===== config.mk =====
export PLATFORM = sky130hd
export DESIGN_NAME = cla_operand_stager
export DESIGN_NICKNAME = d
export VERILOG_FILES = /design/src/rtl/cla_operand_stager.sv
export SDC_FILE = /design/constraint.sdc
export NUM_CORES = 1
export LEC_CHECK = 0
export ABC_AREA = 1
export CORE_MARGIN = 3
export CORE_UTILIZATION = 31
export DETAILED_ROUTE_END_ITERATION = 8
export PLACE_DENSITY = 0.64
export SETUP_SLACK_MARGIN = 0.5
export SYNTH_ARGS = -nofsm -noshare
export SYNTH_HDL_FRONTEND = slang
export SYNTH_SLANG_ARGS = --single-unit

===== constraint.sdc =====
create_clock -name i_clk -period 1.53 [get_ports i_clk]
set_input_delay 0.153 -clock i_clk [delete_from_list [all_inputs] [get_ports i_clk]]
set_output_delay 0.153 -clock i_clk [all_outputs]
set_load 0.02 [all_outputs]

===== src/rtl/cla_operand_stager.sv =====
// cla_operand_stager: registers operand pairs onto an external combinational
// carry-lookahead adder, holds them for SETTLE_CYCLES, then captures the sum.
//
// Ports:
//   i_clk, i_rst          rising-edge clock, synchronous active-high reset
//   i_valid/o_ready       upstream handshake carrying i_op1/i_op2
//   o_add1/o_add2         registered operands driving the adder inputs
//   i_sum                 adder result (WIDTH+1 bits)
//   o_valid/i_ready       downstream handshake carrying o_result/o_carry
//   o_count               completed output transactions, wraps at 16 bits
module cla_operand_stager #(
    parameter int WIDTH         = 13,
    parameter int SETTLE_CYCLES = 1
) (
    input  logic             i_clk,
    input  logic             i_rst,
    input  logic             i_valid,
    output logic             o_ready,
    input  logic [WIDTH-1:0] i_op1,
    input  logic [WIDTH-1:0] i_op2,
    output logic [WIDTH-1:0] o_add1,
    output logic [WIDTH-1:0] o_add2,
    input  logic [WIDTH:0]   i_sum,
    output logic             o_valid,
    input  logic             i_ready,
    output logic [WIDTH:0]   o_result,
    output logic             o_carry,
    output logic [15:0]      o_count
);

    if (SETTLE_CYCLES < 1 || SETTLE_CYCLES > 15) begin : g_bad_settle
        $error("SETTLE_CYCLES must be in 1..15");
    end

    typedef enum logic [1:0] {
        S_IDLE,
        S_SETTLE,
        S_DONE
    } state_t;

    localparam logic [3:0] SETTLE_LOAD = 4'(SETTLE_CYCLES);

    state_t           state_q, state_d;
    logic [3:0]       cnt_q, cnt_d;
    logic [WIDTH-1:0] add1_q, add1_d;
    logic [WIDTH-1:0] add2_q, add2_d;
    logic [WIDTH:0]   result_q, result_d;
    logic [15:0]      count_q, count_d;
    logic             ready;
    logic             accept;

    // DONE only frees the operand registers when the result leaves
    // at the same edge, so ready there follows i_ready.
    assign ready  = ~i_rst & ((state_q == S_IDLE) |
                              ((state_q == S_DONE) & i_ready));
    assign accept = i_valid & ready;

    always_comb begin
        state_d  = state_q;
        cnt_d    = cnt_q;
        add1_d   = add1_q;
        add2_d   = add2_q;
        result_d = result_q;
        count_d  = count_q;
        unique case (state_q)
            S_IDLE: begin
                if (accept) begin
                    add1_d  = i_op1;
                    add2_d  = i_op2;
                    cnt_d   = SETTLE_LOAD;
                    state_d = S_SETTLE;
                end
            end
            S_SETTLE: begin
                cnt_d = cnt_q - 4'd1;
                if (cnt_q == 4'd1) begin
                    result_d = i_sum;
                    state_d  = S_DONE;
                end
            end
            S_DONE: begin
                if (i_ready) begin
                    count_d = count_q + 16'd1;
                    if (accept) begin
                        add1_d  = i_op1;
                        add2_d  = i_op2;
                        cnt_d   = SETTLE_LOAD;
                        state_d = S_SETTLE;
                    end else begin
                        state_d = S_IDLE;
                    end
                end
            end
            default: state_d = S_IDLE;
        endcase
    end

    always_ff @(posedge i_clk) begin
        if (i_rst) begin
            state_q  <= S_IDLE;
            cnt_q    <= '0;
            add1_q   <= '0;
            add2_q   <= '0;
            result_q <= '0;
            count_q  <= '0;
        end else begin
            state_q  <= state_d;
            cnt_q    <= cnt_d;
            add1_q   <= add1_d;
            add2_q   <= add2_d;
            result_q <= result_d;
            count_q  <= count_d;
        end
    end

    assign o_ready  = ready;
    assign o_valid  = (state_q == S_DONE);
    assign o_add1   = add1_q;
    assign o_add2   = add2_q;
    assign o_result = result_q;
    assign o_carry  = result_q[WIDTH];
    assign o_count  = count_q;

endmodule


==> results of run 1 <==
[per-stage QoR]
stage / setup WS, ns / TNS [ns] / instances / power (W)
after global routing: 0.157 / 0 / 576 / 0.00422
final: 0.233 / 0 / 576 / 0.00402
after floorplan: 0.367 / 0 / 331 / 0.00207
after global placement: -0.202 / -0.272 / 534 / 0.00237
after detailed placement: -0.194 / -0.311 / 534 / 0.00238
after CTS: 0.210 / 0 / 568 / 0.00395
[layout by cell type, fill, tap and decap left out, drive strengths merged, types with 2 or more instances in the layout]
cell	netlist	layout
inv	49	50
nand4	3	3
clkbuf	8	12
nor2	59	59
clkdlybuf4s50	0	43
nor3b	2	2
nand2	33	33
buf	6	96
nand3	10	12
dfxtp	62	62
o21ai	48	48
ha	3	3
a21oi	41	41
clkinv	0	2
o21bai	2	2
[routing by layer]
metal / share of wire / wire length (microns)
met1: 0.40 / 3080
met4: 0.016 / 121
met3: 0.090 / 695
met2: 0.50 / 3870
met5: 0 / 0
[state kept, by name (all words and copies together), names as in the netlist]
name and count:
o_add2 13, o_result 14, o_add1 13, state_q 2, cnt_q 4, o_count 16
[what timing repair did]
| action | in CTS | in global routing |
|---|---|---|
| setup buffers | 13 | 8 |
| gates resized for setup | 321 | 135 |
| pin swaps | 10 | 25 |
| gates cloned | 6 | 0 |
| setup endpoints to repair | 119 | 95 |
[logic make-up after synthesis]
logic type,share of synthesized area
and+or+nand+nor,0.210
AOI/OAI and AO/OA,0.187
buffers and inverters,0.0993
DFF,0.485
adders and majority gates,0.0147
xor gates and xnor gates,0.00343
[area by class of cell]
cell class / instances / area share
Multi-Input combinational cell: 208 / 0.333
Sequential cell: 62 / 0.279
Timing Repair Buffer: 139 / 0.269
Inverter: 49 / 0.0440
Clock buffer: 12 / 0.0356
Tap cell: 102 / 0.0275
Clock inverter: 3 / 0.00890
Timing Repair inverter: 1 / 0.00243
[critical path, stage by stage (launching register included)]
cell and delay, ns:
dfxtp_2 0.34, inv_2 0.04, nor2_2 0.11, nand2_2 0.07
nand2_2 0.07, nor2_1 0.04, buf_2 0.16
[worst paths after layout]
kind         slack [ns]     endpoint  startpoint
max                0.23      o_ready  state_q[1]
min reg2reg        0.44    o_add1[3]   o_add1[3]
min                0.43  o_result[5]    i_sum[5]
max reg2reg        0.26    o_add1[6]  state_q[1]
[power groups by stage]
stage / sequential (W) / combinational [W] / clock (W)
6_report: 0.00174 / 0.000782 / 0.00150
5_1_grt: 0.00175 / 0.000851 / 0.00162
4_1_cts: 0.00173 / 0.000675 / 0.00154
3_5_place_dp: 0.00177 / 0.000604 / 0
3_3_place_gp: 0.00177 / 0.000596 / 0
2_1_floorplan: 0.00185 / 0.000223 / 0
==> metrics.md, run 1 <==
| Metric | Value |
|---|---|
| Combinational share of power | 0.195 |
| Post-Place Cell Area | approximately 3800 sq um |
| Slew Viols, Final | 0 |
| Initial Utilization | 0.326 |
| H-tree lvl count | 3 |
| Vias | 2691 |
| Drt pass-1 iters | 4 |
| First-pass GRT wire length | between 10 and 15 mm |
| GPL Wtd Cong | ~0.70 |
| HP Class | primary input to flip-flop |
| Tcrit/Tclk final | 0.847 |
| Post-Route Utilization | 0.591 |
| Root buffer cell | clkbuf_8 |
| Share of layout cells above drive strength 1 | 0.521 |
| MaxCap Viol Count | 0 |
| Most common cell in the netlist | dfxtp_1 |
| Fin Hold WS | 0.434 ns |
| Fin crit period | 1.30 ns |
| WP data required | roughly 1.4 ns |
| CTS tree | done |
| Met2 GRT Util | 0.272 |
| 1st-iter DRT viols | 43 |
| Residual DRC count | 0 |
| Asr flop ratio synth | 0 |
| Num CTS Buffers | 9 |
| Worst Tran Pin Value | 0.472 ns |
| FILL cells | about 700 |
| Final Net Count | slightly above 500 |
| Gr busiest metal | met2 |
| Top cells by count, synth | dfxtp_1 (62), nor2_1 (54), inv_1 (47) |
| Synth top area cells | dfxtp_1 (49%), o21ai_0 (8.8%), a21oi_1 (8.0%) |
| EDFF count, synth | 0 |
| Gr ovfl total | 0 |
| ANT nets after route | 0 |
| # diodes | 0 |
| Vias in the first global route | 2683 |
| Area delta synth->final | 81.4% |
| Met3 GRT Util | 0.0721 |
| Die width | about 97 microns |
| RSZ-0062 raised after global routing | yes |
| Design Area, Final | between 4000 and 5000 sq um |
| Vias per Instance | between 4 and 5 |
| Part of the power in registers | 0.433 |
| Flops & latches, synth | slightly above 60 |
| I/O pin total | between 100 and 150 |
| Outcome | completed |
| Pin count of the biggest net entering global routing | 29 |
| Slew HR | 0.686 |
| Synth Area per Inst | between 7 and 8 sq um |
| Switch Pwr | 0.00108 W |
| Clk Latency, worst-skew pair | roughly 0.33 ns |
| Setup Skew | around 0.006 ns |
| Die Ht | 96.8 microns |
| Fmax | approximately 0.77 GHz |
| Clk sink count | 62 |
| Peak VDD IR | 535 uV |
| Initial antenna violation count | 0 |
| Top cell type's share of synthesized area | 0.485 |
| Post-synthesis cell count | ~330 |
| # hold bufs at CTS | 0 |
| Core area | 7850 sq um |
| WS Path Type | flip-flop to primary output |
| WHS Path Cells | 3 |
| Multi-input logic area | 1550 sq um |
| Number of distinct library cells after synthesis | 29 |
| Total GRT Usage | 0.164 |
| CP Max Fanout | 2 |
| Hold Fails Final Rpt | 0 |
| Routed length per placed instance | about 13 microns |
| # port buffers | a little over 100 |
| Bufs on Longest Clock Path | 2 |
| Cell taking the most area after synthesis | dfxtp_1 |
| Routed WL | 7.76 mm |
| Dpl hpwl | 4.75 mm |
| Setup violators final | 0 |
| Main synth FF type | dfxtp_1 |
| Clock power frac | 0.373 |
| # rows | 32 |
| Synth warn | 0 |
| CP Capture Type | primary output |
| Mapped Area | 2560 sq um |
| Seq/Total Area, Yosys | 0.485 |
| Worst-path clk slew | ~0.07 ns |
| Met1 usage | 0.184 |
| P_leak | between 1.5 and 2 nW |
| Pwr Density | around 870 nW/um^2 |
| Reg2Reg Depth | 7 |
| Die area | roughly 9400 sq um |
| Internal power | 0.00294 W |
| Mapped Nets | between 300 and 400 |
| Worst Setup Start Kind | flip-flop |
| Sw Share | 0.270 |
| Arrival time worst endpoint | between 1 and 1.5 ns |
| Sequential cell area | between 1000 and 1500 sq um |
No activity file was read; power rests on OpenSTA's default activity.
==> run 2, diff against run 1 <==
- PLACE_DENSITY: 0.64 -> 0.66
- clock period: 1.53 -> 1.1 ns (I/O delays scaled with it)
==> metrics.md, run 2 (synthesized netlist as in run 1, its figures left out) <==
| Metric | Value |
|---|---|
| Outcome | finished with violations (was completed) |
| Failing checks | setup timing |
| CP Buf/Inv Count | 3 (was 2) |
| R2r setup slk | -0.19 ns (was 0.26 ns) |
| # port buffers | 102 (unchanged) |
| Routed WL | 8.08 mm (was 7.76 mm) |
| WS Path Type | flip-flop to flip-flop (was flip-flop to primary output) |
| Worst-path clk slew | 0.07 ns (about the same) |
| Vias in the first global route | 2728 (was 2683) |
| Placed cell count | 543 (was 534) |
| Die width | 96.8 microns (unchanged) |
| Pwr Density | 1180 nW/um^2 (was 867 nW/um^2) |
| Hold endpoint | o_result[1] (was o_result[5]) |
| Max FFs per register | 16 (unchanged) |
| Worst Tran Pin Value | 0.422 ns (was 0.472 ns) |
| 1st-iter DRT viols | 85 (was 43) |
| Most common cell after layout, fill and taps aside | buf_6 (was buf_4) |
| Slew HR | 0.718 (was 0.686) |
| Die area | 9380 sq um (unchanged) |
| Part of the power in registers | 0.407 (was 0.433) |
| Reg2reg start | state_q[0] (was state_q[1]) |
| Routed length per placed instance | 13.6 microns (was 13.5 microns) |
| Initial Utilization | 0.326 (unchanged) |
| Clk sink count | 62 (unchanged) |
| Setup violators final | 61 (was 0) |
| Dpl hpwl | 4.72 mm (was 4.75 mm) |
| Internal power | 0.00444 W (was 0.00294 W) |
| Setup Skew | 0.00936 ns (was 0.00600 ns) |
| First-pass GRT wire length | 12.6 mm (about the same) |
| # rows | 32 (unchanged) |
| FILL cells | 662 (was 712) |
| Area delta synth->final | 98.7% (was 81.4%) |
| CP Max Fanout | 8 (was 2) |
| Share of layout cells above drive strength 1 | 0.593 (was 0.521) |
| Overall Power | 0.00599 W (was 0.00402 W) |
| Slew Viols, Final | 0 (unchanged) |
| Num CTS Buffers | 9 (unchanged) |
| Bufs on Longest Clock Path | 2 (unchanged) |
| Peak VDD IR | 740 uV (was 535 uV) |
| Die Ht | 96.8 microns (unchanged) |
| P_leak | 2.06 nW (was 1.91 nW) |
| Gr ovfl total | 0 (unchanged) |
| Reg2Reg Depth | 7 (unchanged) |
| GPL Wtd Cong | 0.796 (was 0.704) |
| Switch Pwr | 0.00155 W (was 0.00108 W) |
| Fmax | around 0.78 GHz |
| Arrival time worst endpoint | 1.51 ns (was 1.14 ns) |
| Root buffer cell | clkbuf_8 (unchanged) |
| Worst Setup Start Kind | flip-flop (unchanged) |
| Tcrit/Tclk final | 1.17 |
| Delay-heaviest family, CP | flip-flops (unchanged) |
| Min-delay src | i_sum[1] (was i_sum[5]) |
| # hold bufs at CTS | 0 (unchanged) |
| CP peak stage delay | 0.37 ns (was 0.34 ns) |
| CP max-delay cell | dfxtp_2 (unchanged) |
| RR Endpoint | o_result[1] (was o_add1[6]) |
| Crit path cell chain | inv_4, buf_12, nor2_4, buf_6, nand3_4, o21ai_2, nor2_1 (was inv_2, nor2_2, nand2_2, nand2_2, nor2_1, buf_2) |
| Final Net Count | 533 (was 517) |
| RSZ-0062 raised after global routing | yes (unchanged) |
| Vias | 2718 (was 2691) |
| Drt pass-1 iters | 4 (unchanged) |
| CTS tree | done (unchanged) |
| ANT nets after route | 0 (unchanged) |
| CP Capture Type | flip-flop (was primary output) |
| Vias per Instance | 4.58 (was 4.67) |
| Residual DRC count | 0 (unchanged) |
| Combinational share of power | 0.206 (was 0.195) |
| Core area | 7850 sq um (unchanged) |
| Hold Fails Final Rpt | 0 (unchanged) |
| Most frequent cells in the layout | buf_6 (70), dfxtp_2 (49), nor2_1 (44), clkdlybuf4s50_1 (43), inv_1 (41) (was buf_4 (49), clkdlybuf4s50_1 (43), inv_1 (40), dfxtp_1 (36), nor2_1 (34)) |
| H-tree lvl count | 3 (unchanged) |
| Slack of the critical path | -0.189 ns (was 0.233 ns) |
| HP Class | primary input to flip-flop (unchanged) |
| WHS Path Cells | 3 (unchanged) |
| Pin count of the biggest net entering global routing | 32 (was 29) |
| Post-Route Utilization | 0.648 (was 0.591) |
| I/O pin total | 103 (unchanged) |
| # diodes | 0 (unchanged) |
| MaxCap Viol Count | 0 (unchanged) |
| Clock power frac | 0.387 (was 0.373) |
| WP data required | 1.32 ns (was 1.38 ns) |
| Sw Share | 0.258 (was 0.270) |
| Total GRT Usage | 0.163 (was 0.164) |
| Clk Latency, worst-skew pair | 0.33 ns (about the same) |
| Final cell count without fillers | 593 (was 576) |
| Fin crit period | about 1.3 ns |
| Initial antenna violation count | 0 (unchanged) |
run 2: cell count changes in the layout (fill, tap and decap cells not counted), sizes merged:
cell    delta
clkinv     -2
buf       +15
clkbuf     +4
run 2: through the flow:
stage	worst slack, ns	area, sq um	hold WS, ns	TNS (ns)
finish	-0.189	5080	0.376	-7.69
global route	-0.263	5080	0.368	-12.00
CTS	-0.166	4730	0.374	-6.81
detailed placement	-0.490	3950	0.436	-21.46
global placement	-0.456	3950	0.430	-20.87
floorplan	-0.0624	2730	0.254	-0.237
run 2: how the worst max path moves through the flow:
stage	start	to	slack [ns]	cells after the start
floorplan	state_q[0]	o_count[15]	-0.06	6
finish	state_q[0]	o_result[1]	-0.19	7
detailed placement	i_ready	o_ready	-0.49	6
global route	state_q[1]	o_count[15]	-0.26	6
CTS	state_q[0]	o_result[1]	-0.17	7
global placement	i_ready	o_ready	-0.46	6
run 2: what timing repair did:
action	4_1_cts	5_1_grt
gates resized for setup	461	55
pin swaps	13	21
gates cloned	5	2
endpoints found under the setup margin	121	121
buffers inserted	15	12
run 2: worst register-to-register path, cell delays in order, from the launching register on:
cell	delay, ns
dfxtp_2	0.37
inv_4	0.06
buf_12	0.12
nor2_4	0.15
buf_6	0.13
nand3_4	0.15
o21ai_2	0.17
nor2_1	0.05
run 2: power groups by stage:
| stage | logic, W | clock network, W | registers, W |
|---|---|---|---|
| 6_report | 0.00123 | 0.00232 | 0.00244 |
| 4_1_cts | 0.00110 | 0.00239 | 0.00244 |
| 2_1_floorplan | 0.000346 | 0 | 0.00257 |
| 3_3_place_gp | 0.000887 | 0 | 0.00245 |
| 3_5_place_dp | 0.000902 | 0 | 0.00246 |
| 5_1_grt | 0.00132 | 0.00249 | 0.00245 |
run 2: per-layer routing:
metal,share of wire,GRT usage
met5,0,0
met4,0.0098,0.0421
met3,0.076,0.0714
met2,0.49,0.275
met1,0.42,0.188
run 2: layout make-up:
cell class,count,area [sq um],area share
sequential,62,1340,0.264
timing repair inverter,1,8.76,0.00172
clock buffer,15,209,0.0411
clock inverter,1,30.0,0.00591
timing repair buffer,155,1640,0.323
tap,102,128,0.0251
inverter,49,201,0.0396
multi-input combinational,208,1520,0.299
==> run 3, diff against run 2 <==
- CORE_UTILIZATION: 31 -> 39
- PLACE_DENSITY: 0.66 -> 0.79
==> metrics.md, run 3 (synthesized netlist as in run 1, its figures left out) <==
| Metric | Value |
|---|---|
| Die area | 7570 sq um (was 9380 sq um) |
| Fin crit period | 1.35 ns (was 1.29 ns) |
| Setup violators final | 62 (was 61) |
| Pwr Density | 1130 nW/um^2 (was 1180 nW/um^2) |
| MaxCap Viol Count | 0 (unchanged) |
| # hold bufs at CTS | 0 (unchanged) |
| Vias in the first global route | 2748 (was 2728) |
| Reg2Reg Depth | 7 (unchanged) |
| Core area | 6130 sq um (was 7850 sq um) |
| Clk Latency, worst-skew pair | 0.34 ns (was 0.33 ns) |
| Fin Hold WS | 0.362 ns (was 0.376 ns) |
| Drt pass-1 iters | 4 (unchanged) |
| Residual DRC count | 0 (unchanged) |
| CP max-delay cell | dfxtp_4 (was dfxtp_2) |
| Routed WL | 8.83 mm (was 8.08 mm) |
| Vias per Instance | 5.05 (was 4.58) |
| Initial antenna violation count | 0 (unchanged) |
| Vias | 2862 (was 2718) |
| CP Max Fanout | 6 (was 8) |
| Slack of the critical path | -0.248 ns (was -0.189 ns) |
| Total GRT Usage | 0.206 (was 0.163) |
| Failing checks | setup timing (unchanged) |
| Worst Tran Pin Value | 0.334 ns (was 0.422 ns) |
| Worst Setup Start Kind | flip-flop (unchanged) |
| Root buffer cell | clkbuf_8 (unchanged) |
| I/O pin total | 103 (unchanged) |
| First-pass GRT wire length | 12.2 mm (was 12.6 mm) |
| Overall Power | 0.00563 W (was 0.00599 W) |
| Most frequent cells in the layout | buf_6 (79), dfxtp_2 (48), clkdlybuf4s50_1 (43), nor2_1 (41), inv_1 (40) (was buf_6 (70), dfxtp_2 (49), nor2_1 (44), clkdlybuf4s50_1 (43), inv_1 (41)) |
| Routed length per placed instance | 15.6 microns (was 13.6 microns) |
| Slew Viols, Final | 0 (unchanged) |
| Hold Fails Final Rpt | 0 (unchanged) |
| Die Ht | 87.0 microns (was 96.8 microns) |
| H-tree lvl count | 3 (unchanged) |
| WHS Path Cells | 3 (unchanged) |
| WS Path Type | flip-flop to flip-flop (unchanged) |
| Post-place setup slack | -0.507 ns (was -0.490 ns) |
| CP Buf/Inv Count | 4 (was 3) |
| Final Net Count | 534 (was 533) |
| 1st-iter DRT viols | 98 (was 85) |
| Delay-heaviest family, CP | buffers and inverters (was flip-flops) |
| Crit path cell chain | inv_6, buf_6, buf_6, nand4_4, clkbuf_16, o21ai_2, a21oi_1 (was inv_4, buf_12, nor2_4, buf_6, nand3_4, o21ai_2, nor2_1) |
| Worst-path clk slew | 0.07 ns (about the same) |
| # diodes | 0 (unchanged) |
| WP data required | 1.33 ns (was 1.32 ns) |
| Max FFs per register | 16 (unchanged) |
| Clk sink count | 62 (unchanged) |
| ANT nets after route | 0 (unchanged) |
| Design Area, Final | 4990 sq um (was 5080 sq um) |
| Initial Utilization | 0.417 (was 0.326) |
| Slew HR | 0.776 (was 0.718) |
| CP peak stage delay | 0.37 ns (about the same) |
| CP Capture Type | flip-flop (unchanged) |
| CTS tree | done (unchanged) |
| Most common cell after layout, fill and taps aside | buf_6 (unchanged) |
| Setup Skew | 0.0130 ns (was 0.00936 ns) |
| Share of layout cells above drive strength 1 | 0.600 (was 0.593) |
| Num CTS Buffers | 9 (unchanged) |
| Die width | 87.0 microns (was 96.8 microns) |
| Pin count of the biggest net entering global routing | 45 (was 32) |
| Arrival time worst endpoint | 1.57 ns (was 1.51 ns) |
| P_leak | 2.03 nW (was 2.06 nW) |
| Post-Place Cell Area | 3910 sq um (was 3950 sq um) |
| Tcrit/Tclk final | 1.23 (was 1.17) |
| Area delta synth->final | 95.1% (was 98.7%) |
| # rows | 28 (was 32) |
| Gr ovfl total | 0 (unchanged) |
| Fmax | 0.742 GHz (was 0.776 GHz) |
| Setup TNS | -9.72 ns (was -7.69 ns) |
| Dpl hpwl | 4.75 mm (was 4.72 mm) |
| Bufs on Longest Clock Path | 2 (unchanged) |
| RSZ-0062 raised after global routing | yes (unchanged) |
| GPL Wtd Cong | 0.812 (was 0.796) |
| Most frequent CP cell | buf_6 |
| HP Class | primary input to flip-flop (unchanged) |
| # port buffers | 102 (unchanged) |
| Peak VDD IR | 1010 uV (was 740 uV) |
| WP depth | 7 (unchanged) |
| Outcome | finished with violations (unchanged) |
## run 3: report_power, final
part           internal, W  switching, W  total (W)
Combinational     0.000629      0.000592    0.00122
Sequential         0.00235     0.0000896    0.00244
Clock              0.00108      0.000897    0.00198
## run 3: metal layers
metal,wire [microns],part of all wire,GRT usage
met1,3410,0.39,0.224
met2,4530,0.51,0.345
met3,670,0.076,0.0738
met4,215,0.024,0.116
met5,0,0,0
## run 3: timing repair
action	in CTS	in global routing
cloned	1	8
resized for setup	445	72
hold endpoints to repair	0	0
pin swaps	20	11
setup endpoints to repair	121	121
setup buffers	15	10
## run 3: layout make-up
type	count	area, sq um
Clock buffer	14	184
Fill cell	376	1140
Sequential cell	62	1350
Clock inverter	2	11.3
Inverter	49	206
Tap cell	75	93.8
Timing Repair inverter	1	8.76
Multi-Input combinational cell	209	1490
Timing Repair Buffer	155	1650
## run 3: worst paths after layout
path	slack (ns)	endpoint	from
worst max-delay path	-0.25	o_add1[9]	state_q[0]
worst min-delay path	0.36	o_add2[8]	i_op2[8]
worst max register to register	-0.25	o_add1[9]	state_q[0]
worst min register to register	0.45	o_add2[8]	o_add2[8]
## run 3: metrics by stage
stage,std cells,util
2_1_floorplan,331,-
3_3_place_gp,517,0.638
3_5_place_dp,517,0.638
4_1_cts,549,0.738
5_1_grt,567,0.814
6_report,567,0.814
## run 3: worst min-delay path, delay by kind of cell
kind	cells	cell delay, ns
AO/OA/AOI/OAI	2	0.16
buffers and inverters	1	0.39
